--- config.mk ---
export PLATFORM = sky130hd
export DESIGN_NAME = ram_fifo_ctrl
export DESIGN_NICKNAME = d
export VERILOG_FILES = /design/src/rtl/ram_fifo_ctrl.sv
export SDC_FILE = /design/constraint.sdc
export NUM_CORES = 1
export LEC_CHECK = 0
export CAP_MARGIN = 20
export CORE_MARGIN = 4
export CORE_UTILIZATION = 39
export DETAILED_ROUTE_END_ITERATION = 8
export PLACE_DENSITY = 0.86
export SYNTH_ARGS = -nofsm -noshare
export SYNTH_HDL_FRONTEND = slang
export SYNTH_SLANG_ARGS = --single-unit
--- constraint.sdc ---
create_clock -name clk -period 1.95 [get_ports clk]
set_input_delay 0.2925 -clock clk [delete_from_list [all_inputs] [get_ports clk]]
set_output_delay 0.2925 -clock clk [all_outputs]
set_load 0.1 [all_outputs]
--- src/rtl/ram_fifo_ctrl.sv ---
// ram_fifo_ctrl: single-clock FIFO controller around an external simple
// dual-port RAM with a registered read port (dout <= mem[raddr] every edge).
// The registered RAM output is presented as a first-word-fall-through stream.
//
// Optional build macro: FIFO_ERROR_FLAG_EN adds sticky overflow/underflow
// flags and a synchronous error_clear input.
//
// Ports:
//   clk, reset_n               clock (also RAM wclk/rclk), async active-low reset
//   enqueue, enqueue_data      push request and data
//   dequeue                    pop request, honoured only while out_valid
//   out_data, out_valid        FWFT head data (straight from ram_dout) and valid
//   full, empty, count         occupancy status, count in 0..DEPTH
//   ram_waddr, ram_din,
//   ram_write_en, ram_raddr    RAM write/read side controls
//   ram_dout                   registered RAM read data
//   error_clear, overflow,
//   underflow                  only with FIFO_ERROR_FLAG_EN
module ram_fifo_ctrl #(
    parameter int unsigned ADDR_WIDTH = 4,
    parameter int unsigned DATA_WIDTH = 8
) (
    input  logic                  clk,
    input  logic                  reset_n,
    input  logic                  enqueue,
    input  logic [DATA_WIDTH-1:0] enqueue_data,
    input  logic                  dequeue,
    output logic [DATA_WIDTH-1:0] out_data,
    output logic                  out_valid,
    output logic                  full,
    output logic                  empty,
    output logic [ADDR_WIDTH:0]   count,
    output logic [ADDR_WIDTH-1:0] ram_waddr,
    output logic [DATA_WIDTH-1:0] ram_din,
    output logic                  ram_write_en,
    output logic [ADDR_WIDTH-1:0] ram_raddr,
`ifdef FIFO_ERROR_FLAG_EN
    input  logic                  error_clear,
    output logic                  overflow,
    output logic                  underflow,
`endif
    input  logic [DATA_WIDTH-1:0] ram_dout
);

    localparam logic [ADDR_WIDTH:0] DepthCnt = {1'b1, {ADDR_WIDTH{1'b0}}};

    logic [ADDR_WIDTH-1:0] wr_ptr_q, wr_ptr_d;
    logic [ADDR_WIDTH-1:0] rd_ptr_q, rd_ptr_d;
    logic [ADDR_WIDTH:0]   count_q, count_d;
    logic                  out_valid_q, out_valid_d;
    logic                  wr_accept, rd_accept;
    logic [ADDR_WIDTH-1:0] raddr;

    always_comb begin
        full      = (count_q == DepthCnt);
        empty     = (count_q == '0);
        wr_accept = enqueue & ~full;
        rd_accept = dequeue & out_valid_q;

        // Prefetch the next head on a pop so back-to-back pops run every cycle.
        raddr = rd_accept ? rd_ptr_q + ADDR_WIDTH'(1) : rd_ptr_q;

        wr_ptr_d = wr_accept ? wr_ptr_q + ADDR_WIDTH'(1) : wr_ptr_q;
        rd_ptr_d = rd_accept ? rd_ptr_q + ADDR_WIDTH'(1) : rd_ptr_q;

        count_d = count_q;
        if (wr_accept && !rd_accept) begin
            count_d = count_q + (ADDR_WIDTH + 1)'(1);
        end else if (rd_accept && !wr_accept) begin
            count_d = count_q - (ADDR_WIDTH + 1)'(1);
        end

        // A write to the address being read this edge returns stale RAM data,
        // so hold valid off one cycle; raddr stays put and the next read is good.
        out_valid_d = (count_d != '0) & ~(wr_accept & (wr_ptr_q == raddr));
    end

    always_ff @(posedge clk or negedge reset_n) begin
        if (!reset_n) begin
            wr_ptr_q    <= '0;
            rd_ptr_q    <= '0;
            count_q     <= '0;
            out_valid_q <= 1'b0;
        end else begin
            wr_ptr_q    <= wr_ptr_d;
            rd_ptr_q    <= rd_ptr_d;
            count_q     <= count_d;
            out_valid_q <= out_valid_d;
        end
    end

    always_comb begin
        out_data     = ram_dout;
        out_valid    = out_valid_q;
        count        = count_q;
        ram_waddr    = wr_ptr_q;
        ram_din      = enqueue_data;
        ram_write_en = wr_accept;
        ram_raddr    = raddr;
    end

`ifdef FIFO_ERROR_FLAG_EN
    logic overflow_q, underflow_q;

    always_ff @(posedge clk or negedge reset_n) begin
        if (!reset_n) begin
            overflow_q  <= 1'b0;
            underflow_q <= 1'b0;
        end else if (error_clear) begin
            overflow_q  <= 1'b0;
            underflow_q <= 1'b0;
        end else begin
            if (enqueue && full) begin
                overflow_q <= 1'b1;
            end
            if (dequeue && !out_valid_q) begin
                underflow_q <= 1'b1;
            end
        end
    end

    always_comb begin
        overflow  = overflow_q;
        underflow = underflow_q;
    end
`endif

endmodule
==> run metrics <==
r2r endpoint=out_valid$_DFF_PN0_; DRC violations left=0; die area=3530 um^2; Slew Viols, Final=0; Setup TNS Final=0 ns; initial antenna violation count=0; endpoints failing hold=0; CP Launch Type=register; sequential share of the synthesized area=34.0%; GR Util met1=18.7%; Die Width=around 59 um; WL per Instance=16.6 um; num ports=53; Hold WS=0.408 ns; layout cells sized above 1=49.2%; worst min-delay path class=primary input to asynchronous set/reset pin; clock transition at the registers of the reported paths=0.08 ns; CTS H-Tree Depth=1; MaxCap Viol Count=0; CTS buffer count=3; crit-path max cell delay=0.50 ns; dpl cells=roughly 140; drt first pass iters=5; worst-case clock buffer depth=2; TritonCTS clock tree=built; Syn Nets=approximately 130; cell area after synthesis=1030 um^2; nets=151; Rel. slew slack=between 50% and 60%; crit-path max FO=3; Die Y=59.4 um; number of global-route vias before repair=~850; required time worst endpoint=2.10 ns; clk sinks=14; DR iter-0 viols=32; Via density=5.32; Main synth FF type=dfrtp_1; flop and latch count out of synthesis=14; Worst Setup Path Type=register to register; PortBufs=20; critical path depth=7; synthesized instance count=102; Total Routing Usage GR=16.1%; final instance count without filler cells=roughly 160; Syn. warnings=0; ANT cells=0; Syn-to-layout area delta=44.0%; Starting Density=41.2%; EDFF count, synth=0; syn_area_per_cell=about 10 um^2; post-detail-place hpwl=about 1.9 mm; DP Area=between 1000 and 1500 um^2; fmax=529 MHz; Setup crit end=out_valid$_DFF_PN0_; grt peak-use layer=met2; WL final=2.59 mm; ys async rst share=100%; # rows=18; GR Util met3=around 5.0%; Final Instance Area=around 1500 um^2; CP max stage cell=dfrtp_4; CTS Root Cell=clkbuf_4; Worst R2R Path Depth=7; number of hold buffers added after cts=0; fin crit share=97.0%; Vias=830; worst path bufs/invs=1; Crit. End Element=register; GRT Residual Overflow=0; global-route wire length before repair=slightly above 4 mm; WP data arrival=slightly above 2 ns; setup violators final=0; Final min period=1.89 ns; post-synth cell types=35; status=finished, final reports clean; largest net degree at the start of global routing=15; Reg2Reg Launch Point=count[1]$_DFF_PN0_; commonest non-fill, non-tap cell in the layout=buf_4; Final ANT Viol Nets=0; CP top delay family=compound AO/OA/AOI/OAI gates; ordered list of cells on the worst path=buf_4 -> ha_1 -> nand3_1 -> xor2_1 -> a21oi_1 -> o32ai_2 -> a31oi_1; Worst-Margin Slew=0.649 ns; most frequent cells in the layout=27 x buf_4, 8 x nand2_1, 8 x buf_12, 8 x dfrtp_1; Core ar.=2500 um^2; gp weighted congestion=approximately 0.9; routing usage on met2=approximately 28%; clock skew=0.00390 ns; R2R Setup Slk=0.06 ns; clk_lat worst skew=0.28 ns; crit path launch=count[1]$_DFF_PN0_
-- worst min path at each step --
| stage | start | to | slack [ns] | cells past startpoint |
|---|---|---|---|---|
| final | reset_n | out_valid$_DFF_PN0_ | 0.41 | 1 |
| after CTS | reset_n | out_valid$_DFF_PN0_ | 0.42 | 1 |
| after detailed placement | ram_waddr[3]$_DFFE_PN0P_ | ram_waddr[3]$_DFFE_PN0P_ | 0.51 | 1 |
| after floorplan | reset_n | count[3]$_DFF_PN0_ | -0.003 | 0 |
| after global routing | reset_n | rd_ptr_q[0]$_DFF_PN0_ | 0.45 | 1 |
| after global placement | ram_waddr[3]$_DFFE_PN0P_ | ram_waddr[3]$_DFFE_PN0P_ | 0.50 | 1 |
-- cell type report --
type | instances | area (um^2)
repair buffers | 38 | 394
inverters | 5 | 28.8
flip-flops and latches | 14 | 368
well taps | 30 | 37.5
clock buffers | 4 | 36.3
fillers | 199 | 1020
multi-input cells | 65 | 618
-- cells in the mapped netlist, drive strengths merged (3+ instances only) --
cell	count	area [um^2]
nor2	7	33.8
nand4	3	18.8
o21ai	3	15.0
buf	17	125
ha	4	50.1
xnor2	7	61.3
xor2	5	43.8
nand2	8	30.0
inv	5	18.8
a21oi	3	15.0
dfrtp	14	350
-- metal layers --
metal	part of all wire (%)	routed length, um
met5	0	0
met4	2.9	74
met3	6.7	173
met2	51	1330
met1	39	1010
-- timing repair --
| action | in CTS | in global routing |
|---|---|---|
| pin swaps | 2 | 3 |
| buffers inserted | 8 | 4 |
| resized for setup | 1 | 4 |
| setup endpoints to repair | 3 | 3 |
| gates cloned | 0 | 0 |
-- logic make-up (layout without fill, tap and decap cells) --
| group | Yosys count | after routing | share of synthesized area [%] |
|---|---|---|---|
| simple gates | 28 | 28 | 16.2 |
| xor+xnor | 14 | 14 | 14.6 |
| buf+inv | 23 | 47 | 14.3 |
| fa+ha+maj | 4 | 4 | 4.86 |
| flops | 14 | 14 | 34.0 |
| mux | 2 | 2 | 2.19 |
| compound gates | 17 | 17 | 13.9 |
-- flip-flops by register name (all words and copies together), names as in the netlist --
register,cells
ram_waddr,4
out_valid,1
count,5
rd_ptr_q,4
-- per-stage QoR --
step	util, %	setup WS, ns
global placement	53.9	-0.0366
global route	59.3	-0.00112
CTS	57.4	0.0147
detailed placement	53.9	-0.107
finish	59.3	0.0593
floorplan	-	-0.381
Power is not shown: default switching activity piles up to over one toggle a cycle in this logic, so the estimate is an artifact.
